===== src/rtl/nco_sweep_ctrl_pkg.sv =====
// Shared types and defaults for the NCO sweep controller.
// Mode and state encodings plus the frequency word width.
package nco_pkg;

  localparam int STEP_SIZE_DEF = 16;
  localparam int DWELL_WIDTH_DEF = 16;

  typedef enum logic [1:0] {
    MODE_SINGLE = 2'b00,
    MODE_SAW    = 2'b01,
    MODE_TRI    = 2'b10,
    MODE_RSVD   = 2'b11
  } mode_e;

  typedef enum logic [1:0] {
    IDLE = 2'b00,
    UP   = 2'b01,
    DOWN = 2'b10
  } state_e;

  // The reserved encoding behaves as a single sweep.
  function automatic mode_e norm_mode(
    input logic [1:0] m
  );
    if (m == 2'b11) return MODE_SINGLE;
    return mode_e'(m);
  endfunction

endpackage


===== src/rtl/nco_sweep_ctrl_if.sv =====
// Control/status bundle between a sweep requester and the controller.
// master drives the request side, slave is the controller.
interface nco_sweep_ctrl_if
  import nco_pkg::*;
#(
  parameter int STEP_SIZE   = STEP_SIZE_DEF,
  parameter int DWELL_WIDTH = DWELL_WIDTH_DEF
);

  logic                   start;
  logic                   abort;
  logic [1:0]             mode;
  logic [STEP_SIZE-1:0]   f_start;
  logic [STEP_SIZE-1:0]   f_stop;
  logic [STEP_SIZE-1:0]   f_inc;
  logic [DWELL_WIDTH-1:0] dwell;
  logic [STEP_SIZE-1:0]   step;
  logic                   busy;
  logic                   done;
  logic                   wrap;
  logic                   err;

  modport master (
    output start, abort, mode,
    output f_start, f_stop, f_inc, dwell,
    input  step, busy, done, wrap, err
  );

  modport slave (
    input  start, abort, mode,
    input  f_start, f_stop, f_inc, dwell,
    output step, busy, done, wrap, err
  );

endinterface


===== src/rtl/nco_sweep_ctrl_sweep_dwell_cnt.sv =====
// Dwell counter: counts 0..dwell while enabled, then rolls over.
// tc marks the last cycle of a dwell period.
module sweep_dwell_cnt #(
  parameter int DWELL_WIDTH = 16
) (
  input  logic                   clk,
  input  logic                   rst,
  input  logic                   clr,
  input  logic                   en,
  input  logic [DWELL_WIDTH-1:0] dwell,
  output logic                   tc
);

  logic [DWELL_WIDTH-1:0] cnt_q;

  assign tc = en && (cnt_q == dwell);

  // Count while enabled, roll over at terminal count.
  always_ff @(posedge clk or negedge rst) begin
    if (!rst) begin
      cnt_q <= '0;
    end else if (clr) begin
      cnt_q <= '0;
    end else if (en) begin
      if (tc) cnt_q <= '0;
      else    cnt_q <= cnt_q + 1'b1;
    end
  end

endmodule


===== src/rtl/nco_sweep_ctrl.sv =====
// Linear chirp generator feeding the NCO frequency word.
// Single, sawtooth and triangle sweeps with dwell per step.
module nco_sweep_ctrl
  import nco_pkg::*;
#(
  parameter int STEP_SIZE   = STEP_SIZE_DEF,
  parameter int DWELL_WIDTH = DWELL_WIDTH_DEF
) (
  input  logic            clk,
  input  logic            rst,
  nco_sweep_ctrl_if.slave bus
);

  state_e state_q, state_d;
  mode_e  mode_q;

  logic [STEP_SIZE-1:0]   fstart_q;
  logic [STEP_SIZE-1:0]   fstop_q;
  logic [STEP_SIZE-1:0]   finc_q;
  logic [DWELL_WIDTH-1:0] dwell_q;

  logic [STEP_SIZE-1:0] step_q, step_d;
  logic busy_q, busy_d;
  logic done_q, done_d;
  logic wrap_q, wrap_d;
  logic err_q, err_d;
  logic load;
  logic tc;
  logic cnt_clr;
  logic cnt_en;

  logic [STEP_SIZE:0]   sum;
  logic [STEP_SIZE-1:0] diff;
  logic                 cfg_ok;

  assign sum    = {1'b0, step_q} + {1'b0, finc_q};
  assign diff   = step_q - finc_q;
  assign cfg_ok = bus.f_stop >= bus.f_start;

  assign cnt_clr = bus.abort || (state_q == IDLE);
  assign cnt_en  = (state_q != IDLE);

  sweep_dwell_cnt #(
    .DWELL_WIDTH(DWELL_WIDTH)
  ) u_cnt (
    .clk  (clk),
    .rst  (rst),
    .clr  (cnt_clr),
    .en   (cnt_en),
    .dwell(dwell_q),
    .tc   (tc)
  );

  assign bus.step = step_q;
  assign bus.busy = busy_q;
  assign bus.done = done_q;
  assign bus.wrap = wrap_q;
  assign bus.err  = err_q;

  // Next state, next step word and status pulses.
  always_comb begin
    state_d = state_q;
    step_d  = step_q;
    busy_d  = busy_q;
    done_d  = 1'b0;
    wrap_d  = 1'b0;
    err_d   = 1'b0;
    load    = 1'b0;
    if (bus.abort) begin
      state_d = IDLE;
      step_d  = '0;
      busy_d  = 1'b0;
    end else begin
      unique case (state_q)
        IDLE: begin
          if (bus.start) begin
            if (cfg_ok) begin
              load    = 1'b1;
              step_d  = bus.f_start;
              busy_d  = 1'b1;
              state_d = UP;
            end else begin
              err_d = 1'b1;
            end
          end
        end
        UP: begin
          if (tc) begin
            if (step_q == fstop_q) begin
              unique case (1'b1)
                mode_q == MODE_SAW: begin
                  step_d = fstart_q;
                  wrap_d = 1'b1;
                end
                mode_q == MODE_TRI: begin
                  wrap_d  = 1'b1;
                  state_d = DOWN;
                end
                default: begin
                  busy_d  = 1'b0;
                  done_d  = 1'b1;
                  state_d = IDLE;
                end
              endcase
            end else if (sum >= {1'b0, fstop_q}) begin
              step_d = fstop_q;
            end else begin
              step_d = sum[STEP_SIZE-1:0];
            end
          end
        end
        DOWN: begin
          if (tc) begin
            if (step_q == fstart_q) begin
              wrap_d  = 1'b1;
              state_d = UP;
            end else if (finc_q > step_q ||
                         diff <= fstart_q) begin
              step_d = fstart_q;
            end else begin
              step_d = diff;
            end
          end
        end
        default: state_d = IDLE;
      endcase
    end
  end

  // State, step word and status registers.
  always_ff @(posedge clk or negedge rst) begin
    if (!rst) begin
      state_q <= IDLE;
      step_q  <= '0;
      busy_q  <= 1'b0;
      done_q  <= 1'b0;
      wrap_q  <= 1'b0;
      err_q   <= 1'b0;
    end else begin
      state_q <= state_d;
      step_q  <= step_d;
      busy_q  <= busy_d;
      done_q  <= done_d;
      wrap_q  <= wrap_d;
      err_q   <= err_d;
    end
  end

  // Sweep configuration, captured only on an accepted start.
  always_ff @(posedge clk or negedge rst) begin
    if (!rst) begin
      mode_q   <= MODE_SINGLE;
      fstart_q <= '0;
      fstop_q  <= '0;
      finc_q   <= '0;
      dwell_q  <= '0;
    end else if (load) begin
      mode_q   <= norm_mode(bus.mode);
      fstart_q <= bus.f_start;
      fstop_q  <= bus.f_stop;
      finc_q   <= bus.f_inc;
      dwell_q  <= bus.dwell;
    end
  end

endmodule


===== src/flat_wrapper.sv =====
// flat-port wrapper written by rule: the top's interface ports become plain ports
module nco_sweep_ctrl_flat import nco_pkg::*;
#(
  parameter int STEP_SIZE   = STEP_SIZE_DEF,
  parameter int DWELL_WIDTH = DWELL_WIDTH_DEF
)
  (clk, rst, bus_start, bus_abort, bus_mode, bus_f_start, bus_f_stop, bus_f_inc, bus_dwell, bus_step, bus_busy, bus_done, bus_wrap, bus_err);
  nco_sweep_ctrl_if #(.STEP_SIZE(STEP_SIZE), .DWELL_WIDTH(DWELL_WIDTH)) bus_i ();
  input  logic clk;
  input  logic rst;
  input wire logic [$bits(bus_i.start)-1:0] bus_start;
  input wire logic [$bits(bus_i.abort)-1:0] bus_abort;
  input wire logic [$bits(bus_i.mode)-1:0] bus_mode;
  input wire logic [$bits(bus_i.f_start)-1:0] bus_f_start;
  input wire logic [$bits(bus_i.f_stop)-1:0] bus_f_stop;
  input wire logic [$bits(bus_i.f_inc)-1:0] bus_f_inc;
  input wire logic [$bits(bus_i.dwell)-1:0] bus_dwell;
  output wire logic [$bits(bus_i.step)-1:0] bus_step;
  output wire logic [$bits(bus_i.busy)-1:0] bus_busy;
  output wire logic [$bits(bus_i.done)-1:0] bus_done;
  output wire logic [$bits(bus_i.wrap)-1:0] bus_wrap;
  output wire logic [$bits(bus_i.err)-1:0] bus_err;
  assign bus_i.start = bus_start;
  assign bus_i.abort = bus_abort;
  assign bus_i.mode = bus_mode;
  assign bus_i.f_start = bus_f_start;
  assign bus_i.f_stop = bus_f_stop;
  assign bus_i.f_inc = bus_f_inc;
  assign bus_i.dwell = bus_dwell;
  assign bus_step = bus_i.step;
  assign bus_busy = bus_i.busy;
  assign bus_done = bus_i.done;
  assign bus_wrap = bus_i.wrap;
  assign bus_err = bus_i.err;
  nco_sweep_ctrl #(.STEP_SIZE(STEP_SIZE), .DWELL_WIDTH(DWELL_WIDTH)) u_core (.clk(clk), .rst(rst), .bus(bus_i));
endmodule

===== config.mk =====
export PLATFORM = sky130hd
export DESIGN_NAME = nco_sweep_ctrl_flat
export DESIGN_NICKNAME = d
export VERILOG_FILES = /design/src/rtl/nco_sweep_ctrl_pkg.sv /design/src/rtl/nco_sweep_ctrl_if.sv /design/src/rtl/nco_sweep_ctrl_sweep_dwell_cnt.sv /design/src/rtl/nco_sweep_ctrl.sv /design/src/flat_wrapper.sv
export SDC_FILE = /design/constraint.sdc
export NUM_CORES = 1
export LEC_CHECK = 0
export ABC_AREA = 0
export BUFFER_PORTS_ARGS = -buffer_cell sky130_fd_sc_hd__buf_2
export CAP_MARGIN = 20
export CORE_MARGIN = 2
export CORE_UTILIZATION = 55
export CTS_CLUSTER_SIZE = 12
export DETAILED_ROUTE_END_ITERATION = 16
export GPL_TIMING_DRIVEN = 0
export HOLD_SLACK_MARGIN = 0.06
export PLACE_DENSITY = 0.76
export SYNTH_ARGS = -nofsm -noshare
export SYNTH_HDL_FRONTEND = slang
export SYNTH_SLANG_ARGS = --single-unit

===== constraint.sdc =====
create_clock -name clk -period 7.4 [get_ports clk]
set_input_delay 1.11 -clock clk [delete_from_list [all_inputs] [get_ports clk]]
set_output_delay 1.11 -clock clk [all_outputs]
set_load 0.005 [all_outputs]

* Yosys cells after proc, flatten, opt, wreduce, memory -nomap -nowiden *
Index checks and enable logic that the tools add are counted.
W data, S select, Z words.

cells by class
  add/sub/neg operators = 3
  order comparisons = 4
  equality and inequality tests = 18
  muxes and demuxes = 54
  reductions and logical operators = 12

operators with widths
  cell                     count
  $mux W16                 13
  $eq A16 B16 Y1           3
  $pmux W16 S3             1
  $mux W1                  27
  $mux W2                  9
  $add A16 B16 Y17         1
  $ge A17 B16 Y1           1
  $add A16 B1 Y16 const B  1
  $ge A16 B16 Y1           1
  $gt A16 B16 Y1           1
  $le A16 B16 Y1           1
  $sub A16 B16 Y16         1
  $ne A3 B2 Y1 const B     5
  $reduce_and A7 Y1        2
  $ne A3 B3 Y1 const B     4
  $eq A2 B2 Y1 const B     3
  $pmux W2 S3              1
  $reduce_and A6 Y1        1
  $eq A2 B1 Y1 const B     2
  $ne A4 B4 Y1 const B     1
  $pmux W1 S2              2
  $pmux W2 S2              1
  $reduce_bool A2 Y1       2
  $reduce_bool A4 Y1       1
  other kinds (5)          6

storage, ports and cells
  register bits after elaboration = 104
  input port bits = 70
  output and inout bits = 20
  logic and storage cells = 103

* Longest topological paths before layout *
Gate-level depths: netlist of run 1.

  depth after elaboration = 8
  depth in mapped cells = 21
  mapped depth without buffers = 20

* Cells and area by module *
Synthesis of run 1 repeated with hierarchy kept, for this count alone.

second synthesis, totals
  cells, all modules = 928
  area, all modules = 8250.4 um^2

by module, submodules not included
  module           times used  cells each  area an instance (um^2)  seq. area each (um^2)
  nco_sweep_ctrl   1           806         7163.1                   2202.1
  sweep_dwell_cnt  1           122         1087.3                   400.4

* Worst setup path after synthesis of run 1 *
OpenSTA, ideal clock, no wires.

  kind = register to register
  from = reg u_core.step_q[1] (netlist: u_core.bus.step[1])
  to = reg u_core.step_q[7] (netlist: u_core.bus.step[7])
  setup time = 0.118 ns
  data arrival time = 4.294 ns
  data required time = 7.282 ns
  setup slack = 2.988 ns
  cell stages (with the launch flop) = 18
  path buffers = 0
  clock period less this slack = 4.412 ns
  path through = dfrtp_1 -> inv_1 -> fa_1 -> nor2_1 -> o311a_1 -> nor4_1 -> o21a_1 -> a21oi_1 -> mux2i_1 -> or2_2 -> ha_1 -> a21o_1 -> a2111oi_1 -> o211a_2 -> mux2_2 -> a222oi_1 -> a2111oi_0 -> a21o_1

on the way
  longest elaborated chain between the ends = 8
  elaborated cells between the ends (all ways) = 19
  classes of those cells = add/sub: 2; order compare: 3; eq/ne: 4; mux: 8; reduce/logical: 2

ends and longest elaborated chain
  element                   line                   RTL
  start: declaration        nco_sweep_ctrl.sv:22   logic [STEP_SIZE-1:0] step_q, step_d;
  start signal: assignment  nco_sweep_ctrl.sv:141  step_q <= step_d;
  $sub A16 B16 Y16          nco_sweep_ctrl.sv:37   assign diff = step_q - finc_q;
  $le A16 B16 Y1            nco_sweep_ctrl.sv:118  diff <= fstart_q) begin
  $logic_or A1 B1 Y1        nco_sweep_ctrl.sv:117  end else if (finc_q > step_q ||
  $mux W16                  nco_sweep_ctrl.sv:117
  $mux W16                  nco_sweep_ctrl.sv:114  if (step_q == fstart_q) begin
  $mux W16                  nco_sweep_ctrl.sv:113  if (tc) begin
  $pmux W16 S3              nco_sweep_ctrl.sv:74   unique case (state_q)
  $mux W16                  nco_sweep_ctrl.sv:69   if (bus.abort) begin

Several ways; a longest one is shown, not always the timed one. The select of a mux whose other input is x is not followed.
A chain may end at the register's enable or synchronous reset.

* Final worst setup path of run 1 *
  from = reg u_core.step_q[0] (netlist: u_core.bus.step[0])
  to = reg u_core.step_q[6] (netlist: u_core.bus.step[6])

Same word-level chain as after synthesis.

==> impl_metrics.ini, run 1 <==
[setup_path]
r2r-start = u_core.bus.step[0]
rr_worst_depth = 19
reg2reg_to = u_core.bus.step[6]
timing.critical_path.to_type = flop
setup.reg_to_reg.worst_slack_ns = 1.91
critical_path.max_fanout = 10
req_time_crit_path_ns = 7.68
timing_worst_setup_path_type = reg -> reg
element_type_at_the_critical_path_start = flop
critPathArrivalTime_ns = 5.78

[global_route]
global_route.overflow_total = 0
grt_max_degree = 73
gr_util_all_layers_pct = 27.4
antenna_violations_before_repair = 0
grt_pass1_wl_um = 34200
number_of_global_route_vias_before_repair = 6593

[drt]
top_layer_used = met4
antenna_left = 0
wire_per_inst_um = 18.2
total_routed_length_um = 21300
drt-met1-wl_um = 9610
drc_errors = 0
drt-pass1-iter-count = 5
detailroute.via_count = 6790
met3_wire_length_um = 1240
vias_per_cell = 5.79
first_iter_violations = 489
routed-wl-met2_um = 9690

[power]
pwr-share-comb_pct = 67.2
ir_worst_vdd_mv = 0.202
sw_frac_of_total_pct = 48.8
total_leakage_power_nw = 4.36
clock_share_of_power_pct = 10.0
share_seq_of_total_power_pct = 22.9
cellInternalPower_w = 0.00241
pwr_density_cell_mw_per_mm2 = 514
report.power.total_w = 0.00471
switchingPower_w = 0.00230

[layout]
layout.cells.most_common = dfrtp_1
final_antenna_diode_count = 0
drive_gt1_share_pct = 19.7
final_net_count = 1144
area_delta_synth_final_pct = 12.1
commonest_cells_after_routing_fill_and_taps_aside = dfrtp_1 (104), buf_2 (97), inv_1 (87), ha_1 (87), nand2_1 (66)
postLayoutCellArea_mm2 = 0.00916

[clocking]
cts.repair.resized = 0
clock_insertion_delay_worst_skew_ns = 0.36
clock_transition_at_the_register_clock_pins_on_the_worst_setup_and_hold_paths_after_cts_ns = 0.08
cts_tree = yes
clockBufferDepth = 2
htree_num_levels = 3
cts_hold_buffers = 0
cts.repair_timing.setup_buffer_count = 0
number_of_buffers_added_by_the_clock_tree_synthesis_step = 9
numClockSinks = 104
cts_root_buffer_type = clkbuf_16

[yosys]
fraction_of_the_yosys_area_taken_by_sequential_cells_pct = 31.9
syn_area_per_cell_um2 = 9.24
syn-cell-area_mm2 = 0.00817
synth-edff-count = 0
yosys_most_used_dff = dfrtp_1
distinct_cell_type_count_after_synthesis = 74
post_synth_inst_count = 884
number_of_storage_elements_in_the_synthesis_netlist = 104
synth_warnings = 0
async_reset_ff_share_pct = 100
syn_nets = 1043

[place]
io_buffer_count = 89
dpl_worst_slack_ns = 2.08
detailedPlacementHpwl_um = 17000
placement.cell_area_mm2 = 0.00888
global_placement_routability_congestion = 1.01

[sta]
setup_tns_ns = 0
timing.final.max_slew_violations = 0
period_share_pct = 74.2
worst_clock_skew_ns = 0.00810
setup-violations-final = 0
slew_headroom_pct = 45.5
max_clock_freq_ghz = 0.182
final_critical_path_setup_slack_ns = 1.91
rsz0062_at_grt = no
fin_hold_ws_ns = 0.515
hold_viol = 0
timing_worst_slew_pin_value_ns = 0.817
post-route-min-period_ns = 5.49

[worst_hold_path]
min-delay-path-class = reg -> reg
hold_path.startpoint = u_core.mode_q[1]
whs_endpoint = u_core.mode_q[1]
timing.hold.worst_path_depth = 2

[flow_run]
max_cap_violations = 0

[die]
die_area_mm2 = 0.0158
chipHeight_um = 126
initial_core_util_pct = 56.2
die_w_um = 126
io-pin-count = 90
design.core.area_mm2 = 0.0145
rows = 44

[status]
status = completed
## cell type report
| type | instances | area, um2 |
|---|---|---|
| fill | 1272 | 5380 |
| multi-input combinational | 656 | 5010 |
| sequential | 104 | 2600 |
| timing repair buffer | 90 | 475 |
| inverter | 87 | 327 |
| buffer | 37 | 233 |
| tap | 184 | 230 |
| clock buffer | 9 | 225 |
| clock inverter | 6 | 56.3 |
## stage by stage
step	std cells	util [%]
final	1173	63.0
after global routing	1173	63.0
after CTS	1173	63.0
after detailed placement	1158	61.1
after global placement	1157	60.9
after floorplan	884	-
## logic make-up after synthesis
logic type / after synthesis / synth area share [%]
compound gates: 191 / 16.2
xor+xnor: 87 / 9.33
fa+ha+maj: 89 / 13.8
buf+inv: 124 / 6.85
flops: 104 / 31.9
mux: 60 / 8.21
simple gates: 229 / 13.7
## registers in the layout, summed over array words and instances, names as in the netlist
signal	count
u_core.finc_q	16
u_core.bus.busy	1
u_core.dwell_q	16
u_core.fstop_q	16
u_core.bus.wrap	1
u_core.bus.step	16
u_core.mode_q	2
u_core.fstart_q	16
u_core.state_q	2
u_core.u_cnt.cnt_q	16
u_core.bus.done	1
u_core.bus.err	1
## worst max-delay path, stage by stage (launching register included)
cell	delay (ns)
dfrtp_1	0.49
ha_1	0.26
inv_1	0.07
fa_1	0.21
nor2_1	0.08
o311a_1	0.32
nor4_1	0.38
o21a_1	0.29
a21oi_1	0.15
xnor2_1	0.17
ha_1	0.33
nand4_1	0.15
or4_1	0.54
o32ai_1	0.44
o2111ai_1	0.19
o211ai_1	0.32
buf_2	0.34
o211ai_1	0.14
a311o_1	0.38
o21ai_1	0.15
## worst max path at each step
stage / from / endpoint / slack, ns / cells past startpoint
2_1_floorplan: u_core.bus.step[1] / u_core.bus.step[7] / 2.99 / 17
3_3_place_gp: u_core.bus.step[0] / u_core.bus.step[5] / 2.13 / 19
3_5_place_dp: u_core.bus.step[0] / u_core.bus.step[11] / 2.08 / 20
4_1_cts: u_core.bus.step[0] / u_core.bus.step[11] / 2.04 / 20
5_1_grt: u_core.bus.step[1] / u_core.bus.step[11] / 1.65 / 19
6_report: u_core.bus.step[0] / u_core.bus.step[6] / 1.91 / 19
## cell usage after synthesis (all sizes together), types with 3 or more instances
library cell	number	area (um2)
a2111oi	5	46.3
a211oi	7	52.6
a21boi	3	22.5
a21o	20	151
a21oi	34	170
a221oi	4	35.0
a222oi	3	30.0
a22oi	7	52.6
a311o	6	60.1
a31oi	5	31.3
and3	12	77.6
and4	3	26.3
buf	13	82.6
clkbuf	24	150
dfrtp	104	2600
ha	87	1090
inv	87	327
mux2	56	631
mux2i	4	40.0
nand2	66	248
nand2b	7	43.8
nand3	11	55.1
nand4	18	113
nor2	63	236
nor2b	9	56.3
nor3	10	55.1
nor4	7	43.8
o211ai	9	67.6
o21a	6	45.0
o21ai	45	225
o21bai	6	56.3
o31ai	3	22.5
o41ai	5	43.8
or2	4	25.0
or3	5	31.3
or4	3	22.5
xnor2	54	473
xor2	33	289
## per-layer routing
layer,vias to the layer above,global-route usage (%)
met1,3192,37.4
met3,49,4.42
li1,3312,-
met4,0,11.0
met5,-,0
met2,237,43.8
## power by group through the flow
stage	registers, W	clock network (W)	logic [W]
after floorplan	0.000978	0	0.00237
after global placement	0.00107	0	0.00306
after detailed placement	0.00108	0	0.00311
after CTS	0.00107	0.000477	0.00313
after global routing	0.00111	0.000494	0.00350
final	0.00108	0.000469	0.00316
Note: power is estimated with default switching activity, not from simulation.
==> run 2: changes to the inputs <==
--- a/config.mk
+++ b/config.mk
@@ -9,12 +9,12 @@
 export BUFFER_PORTS_ARGS = -buffer_cell sky130_fd_sc_hd__buf_2
 export CAP_MARGIN = 20
 export CORE_MARGIN = 2
-export CORE_UTILIZATION = 55
+export CORE_UTILIZATION = 54
 export CTS_CLUSTER_SIZE = 12
 export DETAILED_ROUTE_END_ITERATION = 16
 export GPL_TIMING_DRIVEN = 0
 export HOLD_SLACK_MARGIN = 0.06
-export PLACE_DENSITY = 0.76
+export PLACE_DENSITY = 0.77
 export SYNTH_ARGS = -nofsm -noshare
 export SYNTH_HDL_FRONTEND = slang
 export SYNTH_SLANG_ARGS = --single-unit
==> constraint.sdc (replaced) <==
create_clock -name clk -period 4.7 [get_ports clk]
set_input_delay 0.705 -clock clk [delete_from_list [all_inputs] [get_ports clk]]
set_output_delay 0.705 -clock clk [all_outputs]
set_load 0.005 [all_outputs]
==> impl_metrics.ini, run 2 (same netlist as run 1, synthesis figures left out) <==
[drt]
drt-pass1-iter-count = 5
drc_errors = 0
detailroute.via_count = 7208
vias_per_cell = 6.00
wire_per_inst_um = 18.9
first_iter_violations = 600
antenna_left = 0
total_routed_length_um = 22700

[sta]
max_clock_freq_ghz = 0.212
final_critical_path_setup_slack_ns = -0.0243
setup_tns_ns = -0.0551
rsz0062_at_grt = yes
slew_headroom_pct = 45.8
setup-violations-final = 3
timing.final.max_slew_violations = 0
post-route-min-period_ns = 4.72
worst_clock_skew_ns = 0.0102
period_share_pct = 101
hold_viol = 0
timing_worst_slew_pin_value_ns = 0.814

[setup_path]
critical_path.cell_chain = buf_6 > ha_4 > inv_2 > fa_2 > a211oi_4 > o21bai_4 > a2111oi_4 > nand2b_1 > xnor2_1 > ha_1 > nand4_1 > a211o_1 > a41o_1 > a21boi_2 > and2_4 > clkbuf_16 > mux2_2 > a221oi_2 > o41ai_1
crit_slowest_cell = dfrtp_1
cp_num_buf_inv = 3
critPathArrivalTime_ns = 4.95
critical_path_s_top_delay_family = compound AO/OA/AOI/OAI gates
timing_worst_setup_path_type = reg -> reg
critical_path.max_fanout = 5
timing.critical_path.to_type = flop
max_stage_delay_ns = 0.44
element_type_at_the_critical_path_start = flop
req_time_crit_path_ns = 4.92

[global_route]
grt_max_degree = 60
number_of_global_route_vias_before_repair = 6955
globalRouteMet2Util_pct = 45.9
grt_use_met3_pct = 3.89
grt-busiest-layer = met2
gr_util_all_layers_pct = 28.0
global_route.overflow_total = 0
antenna_violations_before_repair = 0
grt_pass1_wl_um = 35600
grt.met1_usage_pct = 38.0

[die]
die_area_mm2 = 0.0161
initial_core_util_pct = 55.8
rows = 44
die_w_um = 127
io-pin-count = 90
design.core.area_mm2 = 0.0146
chipHeight_um = 127

[layout]
area_delta_synth_final_pct = 19.6
layout.cells.most_common = dfrtp_1
post-route-util_pct = 66.7
final_cells = 1202
drive_gt1_share_pct = 27.0
final_antenna_diode_count = 0
commonest_cells_after_routing_fill_and_taps_aside = dfrtp_1 (98), buf_2 (95), inv_1 (84)
final_net_count = 1172

[flow_run]
max_cap_violations = 0

[power]
ir_worst_vdd_mv = 0.431
total_leakage_power_nw = 4.61
report.power.total_w = 0.00862
pwr_density_cell_mw_per_mm2 = 882

[place]
global_placement_routability_congestion = 1.07
place_inst = 1158
detailedPlacementHpwl_um = 16900
io_buffer_count = 89

[clocking]
clock_transition_at_the_register_clock_pins_on_the_worst_setup_and_hold_paths_after_cts_ns = 0.08
numClockSinks = 104
cts_tree = yes
clockBufferDepth = 2
htree_num_levels = 3
cts_root_buffer_type = clkbuf_16
number_of_buffers_added_by_the_clock_tree_synthesis_step = 9
clock_insertion_delay_worst_skew_ns = 0.37

[status]
failed_checks = setup timing
status = complete, but fails checks

[worst_hold_path]
min-delay-path-class = in -> async
[run 2: cell types whose count changed in the layout (fill, tap and decap cells not counted), sizes merged]
cell and change:
clkbuf -1, o21bai +1, clkinvlp -3, buf +29, bufinv +1, inv +2
[run 2: stage by stage]
step                      hold WS (ns)  cell area, um2  setup slack, ns
final                            0.367            9770          -0.0243
after global routing             0.434            9770           -0.213
after CTS                        0.389            9450          -0.0140
after detailed placement         0.506            8880           -0.501
after global placement           0.498            8850           -0.427
after floorplan                  0.409            8170            0.288
[run 2: area by class of cell]
cell class | count | area (um2)
plain buffers | 35 | 235
clock buffers | 10 | 229
clock inverters | 6 | 86.3
fillers | 1129 | 4870
inverters | 87 | 327
multi-input cells | 657 | 5330
flip-flops and latches | 104 | 2610
well taps | 184 | 230
repair buffers | 119 | 722
[run 2: worst reg2reg max path, stage by stage (launching register included)]
cell	delay (ns)
dfrtp_1	0.44
buf_6	0.14
ha_4	0.12
inv_2	0.04
fa_2	0.44
a211oi_4	0.31
o21bai_4	0.11
a2111oi_4	0.39
nand2b_1	0.18
xnor2_1	0.13
ha_1	0.35
nand4_1	0.18
a211o_1	0.30
a41o_1	0.24
a21boi_2	0.17
and2_4	0.19
clkbuf_16	0.14
mux2_2	0.34
a221oi_2	0.28
o41ai_1	0.11
[run 2: repair_timing]
item                       CTS  global route
pin swaps                   21            32
hold buffers                 0             0
buffers inserted            16            13
setup endpoints to repair   16            15
resized for setup           39            40
gates cloned                 1             1
[run 2: final timing paths]
kind                       cells past startpoint              from                     end  slack (ns)
setup / recovery                              19  u_core.finc_q[0]     u_core.bus.step[12]       -0.02
setup reg to reg                              19  u_core.finc_q[0]     u_core.bus.step[12]       -0.02
max in group asynchronous                      2               rst  u_core.u_cnt.cnt_q[13]        3.60
min in group clk                               2  u_core.mode_q[1]        u_core.mode_q[1]        0.52
hold / removal                                 1               rst        u_core.finc_q[1]        0.37
hold reg to reg                                2  u_core.mode_q[1]        u_core.mode_q[1]        0.52
[run 2: power by group]
part / internal (W) / switching [W]
logic: 0.00287 / 0.00324
registers: 0.00122 / 0.000479
clock network: 0.000429 / 0.000378
[run 2: metal layers]
| metal | wire length, um | up-vias |
|---|---|---|
| li1 | - | 3378 |
| met1 | 9690 | 3447 |
| met2 | 10600 | 322 |
| met3 | 1660 | 61 |
| met4 | 767 | 0 |
| met5 | 0 | - |
==> run 3: changes to the inputs <==
--- a/config.mk
+++ b/config.mk
@@ -9,12 +9,11 @@
 export BUFFER_PORTS_ARGS = -buffer_cell sky130_fd_sc_hd__buf_2
 export CAP_MARGIN = 20
 export CORE_MARGIN = 2
-export CORE_UTILIZATION = 54
+export CORE_UTILIZATION = 40
 export CTS_CLUSTER_SIZE = 12
 export DETAILED_ROUTE_END_ITERATION = 16
 export GPL_TIMING_DRIVEN = 0
 export HOLD_SLACK_MARGIN = 0.06
-export PLACE_DENSITY = 0.77
 export SYNTH_ARGS = -nofsm -noshare
 export SYNTH_HDL_FRONTEND = slang
 export SYNTH_SLANG_ARGS = --single-unit
==> impl_metrics.ini, run 3 (same netlist as run 1, synthesis figures left out) <==
[status]
status = complete, but fails checks
failed_checks = setup timing

[setup_path]
r2r-start = u_core.bus.step[0]
cp-startpoint = u_core.bus.step[0]
critical_path.endpoint = u_core.bus.step[7]
critical_path.max_fanout = 10
req_time_crit_path_ns = 4.96
rr_worst_depth = 22
setup.reg_to_reg.worst_slack_ns = -0.09
critPathArrivalTime_ns = 5.05
timing.critical_path.to_type = flop
timing_worst_setup_path_type = reg -> reg
reg2reg_to = u_core.bus.step[7]
element_type_at_the_critical_path_start = flop

[layout]
fillers = 1996
final_antenna_diode_count = 0
post-route-util_pct = 48.9
postLayoutCellArea_mm2 = 0.00987
multi_input_gate_area_in_the_final_layout_mm2 = 0.00537
layout.cells.most_common = dfrtp_1
sequential_cell_area_mm2 = 0.00261
final_net_count = 1167
area_delta_synth_final_pct = 20.8
drive_gt1_share_pct = 27.0
commonest_cells_after_routing_fill_and_taps_aside = dfrtp_1 (99), buf_2 (96), inv_1 (86)

[drt]
drt-pass1-iter-count = 5
vias_per_cell = 5.33
detailroute.via_count = 6842
wire_per_inst_um = 18.6
drc_errors = 0
total_routed_length_um = 23900
first_iter_violations = 332
antenna_left = 0

[worst_hold_path]
min-delay-path-class = in -> async

[place]
placement.cell_area_mm2 = 0.00898
dpl_worst_slack_ns = -0.637
global_placement_routability_congestion = 0.937
io_buffer_count = 89
detailedPlacementHpwl_um = 18400

[global_route]
number_of_global_route_vias_before_repair = 6803
antenna_violations_before_repair = 0
grt_max_degree = 54
grt_pass1_wl_um = 37200
gr_util_all_layers_pct = 22.3
global_route.overflow_total = 0

[die]
io-pin-count = 90
design.core.area_mm2 = 0.0202
chipHeight_um = 147
initial_core_util_pct = 40.5
die_w_um = 147
die_area_mm2 = 0.0216
rows = 52

[power]
pwr_density_cell_mw_per_mm2 = 886
ir_worst_vdd_mv = 0.449
pwr-share-comb_pct = 71.2
clock_share_of_power_pct = 9.4
switchingPower_w = 0.00418
cellInternalPower_w = 0.00455
total_leakage_power_nw = 4.59
share_seq_of_total_power_pct = 19.4
sw_frac_of_total_pct = 47.9

[sta]
final_critical_path_setup_slack_ns = -0.0913
post-route-min-period_ns = 4.79
worst_clock_skew_ns = 0.0123
hold_viol = 0
rsz0062_at_grt = yes
setup_tns_ns = -0.182
timing.final.max_slew_violations = 0
timing_worst_slew_pin_value_ns = 0.880
setup-violations-final = 3
max_clock_freq_ghz = 0.209
period_share_pct = 102
slew_headroom_pct = 41.3

[clocking]
cts_tree = yes
cts_root_buffer_type = clkbuf_16
clock_insertion_delay_worst_skew_ns = 0.37
htree_num_levels = 3
clock_transition_at_the_register_clock_pins_on_the_worst_setup_and_hold_paths_after_cts_ns = 0.08
numClockSinks = 104
number_of_buffers_added_by_the_clock_tree_synthesis_step = 9
clockBufferDepth = 2
cts_hold_buffers = 0

[flow_run]
max_cap_violations = 0
==> run 3: power groups by stage <==
stage                     clock, W  sequential (W)  combinational (W)
final                     0.000825         0.00169            0.00622
after global routing      0.000876         0.00175            0.00676
after CTS                 0.000847         0.00168            0.00548
after detailed placement         0         0.00172            0.00497
after global placement           0         0.00170            0.00493
after floorplan                  0         0.00154            0.00373
==> run 3: final cells by class <==
type	count	area share (%)
clock buffer	9	2.28
clock inverter	7	0.888
buffer	35	2.40
tap	270	3.42
multi-input combinational	656	54.4
sequential	104	26.4
timing repair buffer	115	6.86
inverter	87	3.31
==> run 3: per-stage QoR <==
step / hold slack (ns) / instances / power, W
after floorplan: 0.409 / 884 / 0.00527
after global placement: 0.495 / 1243 / 0.00664
after detailed placement: 0.510 / 1244 / 0.00669
after CTS: 0.423 / 1273 / 0.00801
after global routing: 0.453 / 1283 / 0.00939
final: 0.395 / 1283 / 0.00874
==> run 3: timing repair <==
| item | 4_1_cts | 5_1_grt |
|---|---|---|
| setup buffers | 13 | 11 |
| gates resized for setup | 29 | 52 |
| setup endpoints to repair | 16 | 16 |
| cloned | 1 | 0 |
| pin swaps | 24 | 28 |
==> run 3: metal layers <==
metal / GRT usage, % / up-vias / share of wire (%) / routed length (um)
li1: - / 3344 / - / -
met1: 30.8 / 3314 / 47 / 11300
met2: 36.3 / 160 / 47 / 11100
met3: 3.60 / 24 / 4.4 / 1050
met4: 6.15 / 0 / 1.7 / 401
met5: 0 / - / 0 / 0
==> run 3: critical path: stages, from the launching register on <==
cell,delay [ns]
dfrtp_2,0.45
buf_4,0.16
inv_1,0.05
ha_2,0.17
inv_1,0.05
fa_2,0.38
a211oi_4,0.28
o21bai_4,0.13
a2111oi_4,0.33
nand2b_4,0.22
xnor2_4,0.11
ha_4,0.31
nand4_1,0.15
a211o_1,0.32
a41o_1,0.24
a21boi_2,0.16
and2_4,0.17
buf_8,0.11
o21bai_4,0.07
buf_12,0.15
a222oi_1,0.37
a2111oi_2,0.13
a21o_1,0.17
==> run 3: worst min-delay path by stage <==
stage | from | to | cells past startpoint
floorplan | rst | u_core.bus.busy | 0
global placement | u_core.mode_q[0] | u_core.mode_q[0] | 2
detailed placement | u_core.mode_q[0] | u_core.mode_q[0] | 2
CTS | rst | u_core.mode_q[1] | 1
global route | rst | u_core.fstop_q[4] | 1
finish | rst | u_core.fstop_q[2] | 1
